### config.mk
export PLATFORM = sky130hd
export DESIGN_NAME = spart_bus_responder
export DESIGN_NICKNAME = d
export VERILOG_FILES = /design/src/rtl/spart_bus_responder.sv
export SDC_FILE = /design/constraint.sdc
export NUM_CORES = 1
export LEC_CHECK = 0
export ABC_AREA = 0
export BUFFER_PORTS_ARGS = -buffer_cell sky130_fd_sc_hd__buf_2
export CAP_MARGIN = 5
export CORE_MARGIN = 2
export CORE_UTILIZATION = 57
export DETAILED_ROUTE_END_ITERATION = 10
export GPL_TIMING_DRIVEN = 0
export PLACE_DENSITY = 0.85
export SLEW_MARGIN = 15
export SYNTH_ARGS = -nofsm -noshare
export SYNTH_HDL_FRONTEND = slang
export SYNTH_SLANG_ARGS = --single-unit
export TNS_END_PERCENT = 20
### constraint.sdc
create_clock -name clk -period 3.9 [get_ports clk]
set_input_delay 0.195 -clock clk [delete_from_list [all_inputs] [get_ports clk]]
set_output_delay 0.195 -clock clk [all_outputs]
set_load 0.05 [all_outputs]
### src/rtl/spart_bus_responder.sv
// ============================================================================
//  Module      : spart_bus_responder
//  Description : Memory-mapped register target for the SPART. Serves DATA,
//                STATUS and DIVISOR to the Dcache-side initiator, buffers
//                received bytes in an RX FIFO and holds one pending TX byte.
//  Revision    : 1.0  initial release
// ============================================================================
`default_nettype none

module spart_bus_responder #(
  parameter int          RX_DEPTH     = 4,
  parameter int          RESP_LATENCY = 1,
  parameter logic [15:0] DIV_RESET    = 16'd325
) (
  input  logic        clk,
  input  logic        rst,
  // Initiator side
  input  logic        mem_valid,
  input  logic        mem_rw,
  input  logic [27:0] mem_addr,
  input  logic [31:0] mem_data_wr,
  output logic [31:0] mem_data_rd,
  output logic        mem_ready,
  // SPART core side
  input  logic [7:0]  rx_byte,
  input  logic        rx_strobe,
  output logic [7:0]  tx_byte,
  output logic        tx_valid,
  input  logic        tx_ack,
  output logic [15:0] baud_div
);

  // --------------------------------------------------------------------------
  // Constants
  // --------------------------------------------------------------------------
  localparam int c_AW = $clog2(RX_DEPTH);
  localparam int c_CW = $clog2(RX_DEPTH) + 1;
  localparam int c_LW = (RESP_LATENCY > 1) ? $clog2(RESP_LATENCY) : 1;

  localparam logic [c_LW-1:0] c_LAT_LOAD = c_LW'(RESP_LATENCY - 1);
  localparam logic [c_CW-1:0] c_RX_FULL  = c_CW'(RX_DEPTH);

  localparam logic [27:0] c_ADDR_DATA    = 28'h8000000;
  localparam logic [27:0] c_ADDR_STATUS  = 28'h8000001;
  localparam logic [27:0] c_ADDR_DIVISOR = 28'h8000002;

  typedef enum logic [1:0] {
    S_IDLE   = 2'd0,
    S_ACCESS = 2'd1,
    S_RESP   = 2'd2,
    S_DONE   = 2'd3
  } state_t;

  // --------------------------------------------------------------------------
  // Declarations
  // --------------------------------------------------------------------------
  state_t            r_state;
  state_t            w_state_nxt;
  logic              w_capture;
  logic              w_fire;
  logic              w_ready;

  logic              r_rw;
  logic [27:0]       r_addr;
  logic [15:0]       r_wdata;
  logic [c_LW-1:0]   r_lat_cnt;

  logic [7:0]        r_rx_mem [RX_DEPTH];
  logic [c_AW-1:0]   r_rx_wr_ptr;
  logic [c_AW-1:0]   r_rx_rd_ptr;
  logic [c_CW-1:0]   r_rx_count;
  logic              r_rx_ovr;
  logic              r_tx_ovf;
  logic [7:0]        r_tx_byte;
  logic              r_tx_valid;
  logic [15:0]       r_div;
  logic [31:0]       r_rdata;

  logic              w_sel_data;
  logic              w_sel_status;
  logic              w_sel_div;
  logic              w_rd;
  logic              w_wr;
  logic              w_rx_avail;
  logic              w_rx_full;
  logic              w_pop;
  logic              w_push;
  logic              w_rx_drop;
  logic              w_tx_wr;
  logic              w_tx_load;
  logic              w_tx_drop;
  logic              w_stat_rd;
  logic              w_div_wr;
  logic [31:0]       w_status;
  logic [31:0]       w_rd_mux;

  // Upper write-data bits have no destination register.
  logic              w_unused_ok;
  assign w_unused_ok = &{1'b0, mem_data_wr[31:16]};

  // --------------------------------------------------------------------------
  // Transaction FSM
  // --------------------------------------------------------------------------

  // State register; reset aborts any transaction in flight.
  always_ff @(posedge clk) begin
    if (rst) begin
      r_state <= S_IDLE;
    end else begin
      r_state <= w_state_nxt;
    end
  end

  // Next-state logic plus capture/fire/ready strobes.
  always_comb begin
    w_state_nxt = r_state;
    w_capture   = 1'b0;
    w_fire      = 1'b0;
    w_ready     = 1'b0;
    case (r_state)
      S_IDLE: begin
        if (mem_valid) begin
          w_capture   = 1'b1;
          w_state_nxt = S_ACCESS;
        end
      end
      S_ACCESS: begin
        if (r_lat_cnt == '0) begin
          w_fire      = 1'b1;
          w_state_nxt = S_RESP;
        end
      end
      S_RESP: begin
        w_ready     = 1'b1;
        w_state_nxt = S_DONE;
      end
      S_DONE: begin
        // Wait for the initiator to drop valid so a held request is not re-run.
        if (!mem_valid) begin
          w_state_nxt = S_IDLE;
        end
      end
      default: begin
        w_state_nxt = S_IDLE;
      end
    endcase
  end

  // Request capture on acceptance and latency countdown while in ACCESS.
  always_ff @(posedge clk) begin
    if (rst) begin
      r_rw      <= 1'b0;
      r_addr    <= '0;
      r_wdata   <= '0;
      r_lat_cnt <= '0;
    end else if (w_capture) begin
      r_rw      <= mem_rw;
      r_addr    <= mem_addr;
      r_wdata   <= mem_data_wr[15:0];
      r_lat_cnt <= c_LAT_LOAD;
    end else if ((r_state == S_ACCESS) && (r_lat_cnt != '0)) begin
      r_lat_cnt <= r_lat_cnt - c_LW'(1);
    end
  end

  // --------------------------------------------------------------------------
  // Decode and side-effect strobes (all qualified by the ACCESS->RESP edge)
  // --------------------------------------------------------------------------
  assign w_sel_data   = (r_addr == c_ADDR_DATA);
  assign w_sel_status = (r_addr == c_ADDR_STATUS);
  assign w_sel_div    = (r_addr == c_ADDR_DIVISOR);

  assign w_rd         = w_fire & ~r_rw;
  assign w_wr         = w_fire &  r_rw;

  assign w_rx_avail   = (r_rx_count != '0);
  assign w_rx_full    = (r_rx_count == c_RX_FULL);

  // A pop frees a slot in the same cycle, so a push into a full FIFO survives.
  assign w_pop        = w_rd & w_sel_data & w_rx_avail;
  assign w_push       = rx_strobe & (~w_rx_full | w_pop);
  assign w_rx_drop    = rx_strobe & w_rx_full & ~w_pop;

  // A write alongside tx_ack replaces the byte being consumed.
  assign w_tx_wr      = w_wr & w_sel_data;
  assign w_tx_load    = w_tx_wr & (~r_tx_valid | tx_ack);
  assign w_tx_drop    = w_tx_wr & r_tx_valid & ~tx_ack;

  assign w_stat_rd    = w_rd & w_sel_status;
  assign w_div_wr     = w_wr & w_sel_div;

  assign w_status     = {28'b0, r_tx_ovf, r_rx_ovr, w_rx_avail, ~r_tx_valid};

  // Read-data selection; writes and unmapped addresses return zero.
  always_comb begin
    w_rd_mux = '0;
    if (!r_rw) begin
      if (w_sel_data) begin
        if (w_rx_avail) begin
          w_rd_mux = {24'b0, r_rx_mem[r_rx_rd_ptr]};
        end
      end else if (w_sel_status) begin
        w_rd_mux = w_status;
      end else if (w_sel_div) begin
        w_rd_mux = {16'b0, r_div};
      end
    end
  end

  // --------------------------------------------------------------------------
  // RX FIFO
  // --------------------------------------------------------------------------

  // Storage array; contents are only meaningful below the count.
  always_ff @(posedge clk) begin
    if (w_push) begin
      r_rx_mem[r_rx_wr_ptr] <= rx_byte;
    end
  end

  // Pointers wrap naturally at the power-of-two depth; count tracks occupancy.
  always_ff @(posedge clk) begin
    if (rst) begin
      r_rx_wr_ptr <= '0;
      r_rx_rd_ptr <= '0;
      r_rx_count  <= '0;
    end else begin
      if (w_push) begin
        r_rx_wr_ptr <= r_rx_wr_ptr + c_AW'(1);
      end
      if (w_pop) begin
        r_rx_rd_ptr <= r_rx_rd_ptr + c_AW'(1);
      end
      case ({w_push, w_pop})
        2'b10:   r_rx_count <= r_rx_count + c_CW'(1);
        2'b01:   r_rx_count <= r_rx_count - c_CW'(1);
        default: r_rx_count <= r_rx_count;
      endcase
    end
  end

  // Sticky overflow flags; a new overflow wins over a STATUS-read clear.
  always_ff @(posedge clk) begin
    if (rst) begin
      r_rx_ovr <= 1'b0;
      r_tx_ovf <= 1'b0;
    end else begin
      if (w_rx_drop) begin
        r_rx_ovr <= 1'b1;
      end else if (w_stat_rd) begin
        r_rx_ovr <= 1'b0;
      end
      if (w_tx_drop) begin
        r_tx_ovf <= 1'b1;
      end else if (w_stat_rd) begin
        r_tx_ovf <= 1'b0;
      end
    end
  end

  // --------------------------------------------------------------------------
  // TX holding register
  // --------------------------------------------------------------------------

  // Load on accepted DATA write; acknowledge without a write empties it.
  always_ff @(posedge clk) begin
    if (rst) begin
      r_tx_byte  <= '0;
      r_tx_valid <= 1'b0;
    end else if (w_tx_load) begin
      r_tx_byte  <= r_wdata[7:0];
      r_tx_valid <= 1'b1;
    end else if (tx_ack) begin
      r_tx_valid <= 1'b0;
    end
  end

  // --------------------------------------------------------------------------
  // DIVISOR register and response data
  // --------------------------------------------------------------------------

  // Baud divisor, low half-word of the write data.
  always_ff @(posedge clk) begin
    if (rst) begin
      r_div <= DIV_RESET;
    end else if (w_div_wr) begin
      r_div <= r_wdata;
    end
  end

  // Response data is loaded once per transaction and held until the next one.
  always_ff @(posedge clk) begin
    if (rst) begin
      r_rdata <= '0;
    end else if (w_fire) begin
      r_rdata <= w_rd_mux;
    end
  end

  // --------------------------------------------------------------------------
  // Outputs
  // --------------------------------------------------------------------------
  assign mem_ready   = w_ready;
  assign mem_data_rd = r_rdata;
  assign tx_byte     = r_tx_byte;
  assign tx_valid    = r_tx_valid;
  assign baud_div    = r_div;

endmodule

`default_nettype wire

# == Word-level counts from Yosys, hierarchy flattened ==
# Memory sizes are Yosys's and may differ from the RTL's. A register that Yosys moved wholly into a read port is not among the register bits.
# Index checks and enable logic that the tools add are counted.
# op_classes
n_reduce_logical,9
eq_ne,12
mux,24
bitwise,20
add_sub_neg,5
# op_table
operator,n
== test 28 bit (second input constant),3
two-way mux 32 bit,2
two-way mux 16 bit,2
AND 1 bit,13
two-way mux 1 bit,12
two-way mux 2 bit,5
two-way mux 8 bit,1
case mux 2 bit (4 select lines),1
nonzero test 2 bit,4
== test 2 bit (second input constant),3
!= test 2 bit (second input constant),3
case mux 3 bit (2 select lines),1
inverter 1 bit,5
adder 2 x 1 -> 2 bit (second input constant),2
== test 2 x 1 -> 1 bit (second input constant),2
adder 3 x 1 -> 3 bit (second input constant),1
== test 3 bit (second input constant),1
AND reduction 3 bit,1
nonzero test 3 bit,1
subtractor 3 x 1 -> 3 bit (second input constant),1
zero test 2 bit,1
OR 1 bit,2
OR reduction 2 bit,1
logical AND 1 bit,1
subtractor 1 bit (second input constant),1
# totals
register_bits,114
ram_bits,32
memories,1
elab_cells,85
output_inout_bits,58
# memory_table
name,words,word_bits,rd,rd_clocked_by_memory_dff,wr,line_no,text
r_rx_mem,4,8,1,1,1,68,logic [7:0] r_rx_mem [RX_DEPTH];

# == Longest topological paths before layout ==
# Gate-level depths: netlist of run 1.
# logic_depth
ltp_word,9
mapped_depth,9
ltp_nobuf,8

# == Worst setup path before layout of run 1 ==
# No wires, ideal clock.
# synth_timing
kind,register to register
startpoint,register r_state[1]
endpoint,register r_rx_count[2]
arrival_time_ns,2.257
t_required_ns,3.777
slack_ns,1.520
stages_incl_launch_ff,10
period_less_slack_ns,2.380
path_cell_list,dfxtp_1 inv_1 ha_1 nand2b_1 or3_1 buf_2 nor4_2 fa_1 mux2i_1 mux2_1
# synth_between
elab_chain_cells,9
# synth_rtl
element,line_no,text
from (decl),57,state_t r_state;
from (signal assigned),110,r_state <= w_state_nxt;
== test 2 x 1 -> 1 bit *,120,case (r_state)
two-way mux 1 bit *,120,
AND 1 bit *,173,assign w_rd = w_fire & ~r_rw;
AND 1 bit * (2 in a row),180,assign w_pop = w_rd & w_sel_data & w_rx_avail;
OR 1 bit,181,assign w_push = rx_strobe & (~w_rx_full | w_pop);
AND 1 bit,181,
== test 2 x 1 -> 1 bit / == test 2 bit (equally long branches),234,"case ({w_push, w_pop})"
case mux 3 bit (2 select lines) / nonzero test 2 bit (equally long branches),n/a,
to (signal assigned),235,2'b10: r_rx_count <= r_rx_count + c_CW'(1);
to (signal assigned),236,2'b01: r_rx_count <= r_rx_count - c_CW'(1);
to (signal assigned),237,default: r_rx_count <= r_rx_count;
to (decl),71,logic [c_CW-1:0] r_rx_count;
# Mark *: on every way between the ends. The rest lies on a longest branch, timed or not.
# A chain may end at the register's enable or synchronous reset.

# == Worst setup path in the final report of run 1 ==
# layout_timing
startpoint,register r_state[1]
endpoint,"memory r_rx_mem[2][1], enable pin"
# layout_between
elab_chain_cells,9
# layout_rtl
element,line_no,text
== test 2 x 1 -> 1 bit,120,
two-way mux 1 bit,120,
AND 1 bit,173,
AND 1 bit (2 in a row),180,
OR 1 bit,181,
AND 1 bit,181,
two-way mux 1 bit,216,if (w_push) begin
two-way mux 1 bit (implied by the code),217,r_rx_mem[r_rx_wr_ptr] <= rx_byte;
to (decl),68,
# No other way between the ends.

==> results.cfg, run 1 <==
[synth]
synth_top_family_by_area = simple AND/OR/NAND/NOR gates
postSynth.asyncResetShare_pct = 0
yosys.cell_count.top_type = nand2_1
post_syn_area_um2 = 5320
seq_total_area_yosys_pct = 55.7
synth_largest_area_cell = dfxtp_1
synthFlopType = dfxtp_1
most_frequent_cells_after_synthesis = 101 x nand2_1, 100 x dfxtp_1, 49 x a21oi_1
postSynthAreaPerCell_um2 = 10.3
ys_ff_latch = 132
top_post_synthesis_cells_by_area = dfxtp_1 38%, edfxtp_1 18%, nand2_1 7.1%
synth.distinct_cells = 50
number_of_enable_flip_flop_cells_after_synthesis = 32
synth_top_area_share_pct = 37.6
synth_cells = 515
yosysWarningCount = 0
synth_fa_ha_area_share_pct = 2.49
yosys.area_share.simple_pct = 18.1
synth_area_in_compound_gates_pct = 9.60
synth_xor_area_share_pct = 0.659
synth.mux.area_fraction_pct = 7.93

[setup_path]
slowest_stage = and2_1
startpoint = r_state[1]$_SDFFE_PP0P_
worst_ep_arrival_time_ns = 3.06
largest_stage_delay_worst_path_ns = 0.48
critical_path_class = flip-flop to flip-flop
worst_setup_ep_type = flip-flop
worstPathRequired_ns = 4.07
critical_path_fanout_max = 8
timing.rr.start = r_state[1]$_SDFFE_PP0P_
crit_path_start_kind = flip-flop
critical_path.cell_chain = inv_1 > ha_1 > nand2b_1 > or3_1 > buf_2 > nor3_4 > o21a_1 > and2_1

[power_and_ir_drop]
power.ir.vdd_worst_mv = 0.414
power-per-cell-area_nw_per_um2 = 547
power.static_leakage_nw = 2.88

[finish]
final_core_utilization_pct = 77.8
fin_nets = 785
antenna_cells = 0
syn_to_final_growth_pct = 33.9
share_of_layout_cells_above_drive_strength_1_pct = 23.8
post-route-cell-area_um2 = 7120

[clock_network]
clockBufferDepth = 2
cts_buffers = 17
cts.sink_count = 132
cts.reportedPaths.clkPinSlew_ns = 0.06
cts_tree = yes
cts_root_buf = clkbuf_8
post_cts_setup_repair_bufs = 0
clock_insertion_delay_worst_skew_ns = 0.53
cts_max_level = 4

[floorplan]
die_h_um = 101
die_w_um = 101
ios = 132
floorplan.rows = 35
floorplan.die_area_um2 = 10100
start_util_pct = 58.1
floorplan.core_area_um2 = 9150

[grt]
grt_max_degree = 17
via_count_of_the_first_global_routing_pass = 4670
grt_remaining_overflow = 0
track_usage_pct = 29.6
antenna_found_initial = 0
grt_pass1_wl_um = 22600

[placed_design]
numPortBuffers = 99
place_hpwl_um = 8940
place_congestion = 0.905
detailed_place.area_um2 = 6010

[min_path]
worst_hold_path_type = primary input to flip-flop
worstHoldStart = tx_ack

[timing]
min_period_over_period_pct = 74.2
setup-violations-final = 0
fin_crit_ns = 2.89
rsz0062_at_grt = false
timing_max_transition_violations_final = 0
tns_ns = 0
timing.final.hold_violations = 0
max-slew-margin-rel_pct = 38.0
worst-slew-pin-transition_ns = 0.923
fin_worst_skew_ns = 0.00767
maxClockFrequency_ghz = 0.346

[run_status]
status = completed

[detailed_routing]
drt-initial-drc-count = 283
first_pass_iters = 9
wirelength_um = 14400
routed_wire_length_per_instance_um = 17.5
post_drt_via_cell_ratio = 5.49
via_count = 4530
postRouteAntennaNets = 0
detail_route.drc_violations = 0

[job]
cap_viol_max_count = 0
-- flip-flops by register name, summed over array words and instances, names as in the netlist, named ones only --
register	cells
baud_div	16
r_rx_ovr	1
r_rw	1
r_rx_count	3
mem_data_rd	16
tx_valid	1
r_tx_ovf	1
r_lat_cnt	1
tx_byte	8
r_rx_wr_ptr	2
r_addr	28
r_rx_mem	32
r_rx_rd_ptr	2
r_state	2
r_wdata	16
-- path summary, 6_finish.rpt --
| path | to | slack, ns | depth (start not counted) |
|---|---|---|---|
| hold / removal | tx_valid$_SDFFE_PP0P_ | 0.04 | 3 |
| setup / recovery | r_rx_mem[2][1]$_DFFE_PP_ | 1.01 | 8 |
| setup reg to reg | r_rx_mem[2][1]$_DFFE_PP_ | 1.01 | 8 |
| hold reg to reg | r_addr[2]$_SDFFE_PP0P_ | 0.46 | 2 |
-- per-stage QoR --
step | hold slack (ns) | cells | power, mW | worst slack [ns]
after detailed placement | 0.416 | 740 | 2.27 | 1.04
after floorplan | 0.294 | 530 | 2.09 | 1.52
after CTS | 0.0138 | 825 | 3.88 | 1.03
after global placement | 0.406 | 740 | 2.23 | 1.20
after global routing | 0.0650 | 825 | 4.04 | 0.828
final | 0.0375 | 825 | 3.90 | 1.01
-- layer usage --
layer,GRT usage [%],vias to the layer above,routed length [um]
met4,13.1,0,464
met3,8.25,47,1100
met1,34.4,2140,5560
met5,0,-,0
li1,-,2116,-
met2,51.1,227,7290
-- critical path, delay by kind of cell, from the launching register on --
kind	cells	cell delay (ns)
and+or+nand+nor	4	1.35
DFF	1	0.34
AOI/OAI and AO/OA	1	0.34
buffers and inverters	2	0.31
adders and majority gates	1	0.20
-- placed cells by master, fill, tap and decap left out, types with 5 or more instances in the layout --
master | Yosys | routed
o22ai_1 | 10 | 10
nand2_1 | 101 | 101
clkbuf_1 | 22 | 22
clkbuf_16 | 0 | 16
nor2b_1 | 12 | 12
dlygate4sd3_1 | 0 | 53
buf_4 | 16 | 16
inv_1 | 10 | 10
nor2_1 | 46 | 46
ha_1 | 9 | 9
o21ai_1 | 5 | 5
mux2i_1 | 23 | 23
conb_1 | 1 | 16
edfxtp_1 | 32 | 32
mux4_2 | 8 | 8
a22oi_1 | 8 | 8
a21oi_1 | 49 | 49
dfxtp_1 | 100 | 100
buf_2 | 2 | 101
nor3_1 | 5 | 5
and2_1 | 5 | 5
-- cells by family after synthesis --
logic type / count (synthesis)
and+or+nand+nor: 196
other: 1
muxes: 32
AOI/OAI and AO/OA: 85
xor gates and xnor gates: 4
buffers and inverters: 55
DFF: 132
adders and majority gates: 10
-- what timing repair did --
action                                 4_1_cts  5_1_grt
resized for setup                            0        0
hold buffers                                53        0
endpoints found under the hold margin       77        0
-- where the power goes --
part | internal, mW | leakage (nW) | total (mW) | switching (mW)
clock | 0.927 | 0.283 | 1.58 | 0.656
combinational | 0.261 | 1.49 | 0.718 | 0.457
sequential | 1.51 | 1.11 | 1.60 | 0.0821
total | 2.70 | 2.88 | 3.90 | 1.20
-- final cells by class --
cell class              instances  area (um2)
clock inverters                15         170
well taps                     111         139
multi-input cells             343        2120
plain buffers                  44         246
inverters                      11        41.3
clock buffers                  17         414
flip-flops and latches        132        2960
repair buffers                152        1030
fillers                       551        2030
Note: power is estimated with default switching activity, not from simulation.
==> run 2, diff against run 1 <==
Settings changed: CORE_UTILIZATION 57 to 53, PLACE_DENSITY 0.85 to 0.79.
Clock period 3.9 ns to 2.7 ns, I/O delays scaled along.
==> results.cfg, run 2 (synthesis results as in run 1) <==
[finish]
antenna_cells = 0
fin_nets = 789
mostFrequentLayoutCells = 101 x buf_2, 101 x nand2_1, 100 x dfxtp_1
largest_registers = r_rx_mem (32), r_addr (28)
syn_to_final_growth_pct = 35.5
largest_register = r_rx_mem
n_fill_cell = 626
largest_register_ffs = 32
final_core_utilization_pct = 73.8
share_of_layout_cells_above_drive_strength_1_pct = 24.4

[grt]
antenna_found_initial = 0
track_usage_pct = 25.8
gr-usage-met2_pct = 46.1
grt_pass1_wl_um = 21900
grt.met1_usage_pct = 29.0
grt_remaining_overflow = 0
grt_max_degree = 17
via_count_of_the_first_global_routing_pass = 4540
grt_most_used_layer = met2
grt_util_met3_pct = 7.08

[setup_path]
worst_ep_arrival_time_ns = 2.85
regToRegSetupSlack_ns = 0.25
largest_stage_delay_worst_path_ns = 0.33
critical_path.cell_chain = inv_1 > ha_1 > nand2b_1 > or3_1 > buf_2 > nor4_4 > fa_1 > mux2i_1 > mux2_1
worst_setup_ep_type = flip-flop
critical_path_fanout_max = 7
critical_path_class = flip-flop to flip-flop
startpoint = r_state[1]$_SDFFE_PP0P_
ff2ff_path_depth = 9
timing.rr.start = r_state[1]$_SDFFE_PP0P_
timing.critical_path.to = r_rx_count[2]$_SDFFE_PP0P_
r2r_end = r_rx_count[2]$_SDFFE_PP0P_
slowest_stage = dfxtp_1
crit_path_start_kind = flip-flop
worstPathRequired_ns = 3.10

[timing]
timing_max_transition_violations_final = 0
fin_worst_skew_ns = 0.00909
fin_crit_ns = 2.45
timing.final.hold_violations = 0
rsz0062_at_grt = false
max-slew-margin-rel_pct = 52.5
setup_slack_ns = 0.249
tns_ns = 0
worst-slew-pin-transition_ns = 0.712
setup-violations-final = 0
maxClockFrequency_ghz = 0.408
min_period_over_period_pct = 90.8

[detailed_routing]
detail_route.drc_violations = 0
first_pass_iters = 6
postRouteAntennaNets = 0
via_count = 4438
drt-initial-drc-count = 350
wirelength_um = 13700
post_drt_via_cell_ratio = 5.22
routed_wire_length_per_instance_um = 16.1

[clock_network]
cts_root_buf = clkbuf_8
cts_tree = yes
cts_buffers = 17
cts_max_level = 4
cts.reportedPaths.clkPinSlew_ns = 0.06
clockBufferDepth = 2
clock_insertion_delay_worst_skew_ns = 0.52
cts.sink_count = 132

[job]
cap_viol_max_count = 0

[placed_design]
numPortBuffers = 99
place_hpwl_um = 9120
place_ws_ns = -0.0728
place_congestion = 0.841

[power_and_ir_drop]
finalPower_mw = 5.59
power.ir.vdd_worst_mv = 0.480
power.static_leakage_nw = 2.92
power-per-cell-area_nw_per_um2 = 776

[floorplan]
floorplan.die_area_um2 = 10900
die_w_um = 104
floorplan.core_area_um2 = 9770
die_h_um = 104
floorplan.rows = 36
ios = 132
start_util_pct = 54.4

[min_path]
worst_hold_path_type = primary input to flip-flop

[run_status]
status = completed
-- run 2: repair_timing --
| action | in CTS | in global routing |
|---|---|---|
| hold buffers | 55 | 0 |
| gates resized for setup | 4 | 5 |
| gates cloned | 0 | 0 |
| endpoints found under the setup margin | 32 | 34 |
| setup buffers | 0 | 2 |
| pin swaps | 0 | 2 |
| endpoints found under the hold margin | 79 | 0 |
-- run 2: worst min path at each step --
stage	from	end	slack, ns	cells past startpoint
2_1_floorplan	rx_byte[0]	r_rx_mem[0][0]$_DFFE_PP_	0.23	0
3_3_place_gp	rx_byte[5]	r_rx_mem[1][5]$_DFFE_PP_	0.35	1
3_5_place_dp	rx_byte[2]	r_rx_mem[3][2]$_DFFE_PP_	0.35	1
4_1_cts	rx_strobe	r_rx_count[1]$_SDFFE_PP0P_	0.06	4
5_1_grt	rx_strobe	r_rx_count[1]$_SDFFE_PP0P_	0.11	4
6_report	mem_valid	r_state[0]$_SDFFE_PP0P_	0.09	3
-- run 2: area by class of cell --
type                    count  area, um2  share of cell area, %
flip-flops and latches    132       2960                   41.1
well taps                 133        166                   2.31
inverters                  11       41.3                  0.573
multi-input cells         343       2150                   29.8
repair buffers            156       1060                   14.7
clock buffers              22        453                   6.28
clock inverters            10        131                   1.82
plain buffers              44        246                   3.42
-- run 2: where the power goes --
group	internal (mW)	switching [mW]	leakage [nW]
sequential	2.19	0.117	1.11
combinational	0.382	0.651	1.53
clock	1.45	0.807	0.288
-- run 2: through the flow --
| step | hold slack (ns) | area, um2 | instances |
|---|---|---|---|
| global placement | 0.345 | 6040 | 762 |
| floorplan | 0.234 | 5380 | 530 |
| global route | 0.109 | 7210 | 851 |
| detailed placement | 0.354 | 6040 | 762 |
| CTS | 0.0629 | 7180 | 849 |
| finish | 0.0912 | 7210 | 851 |
-- run 2: per-layer routing --
metal  vias up  part of all wire, %
li1       2130                    -
met1      2095                   40
met2       185                   51
met3        28                  6.9
met4         0                  2.1
met5         -                    0
-- run 2: worst max-delay path, delay by kind of cell, from the launching register on --
kind	cells	cell delay [ns]
multiplexers	2	0.56
AND/OR/NAND/NOR	3	0.70
buffers and inverters	2	0.29
adder cells (fa/ha/maj)	2	0.45
flip-flops	1	0.33
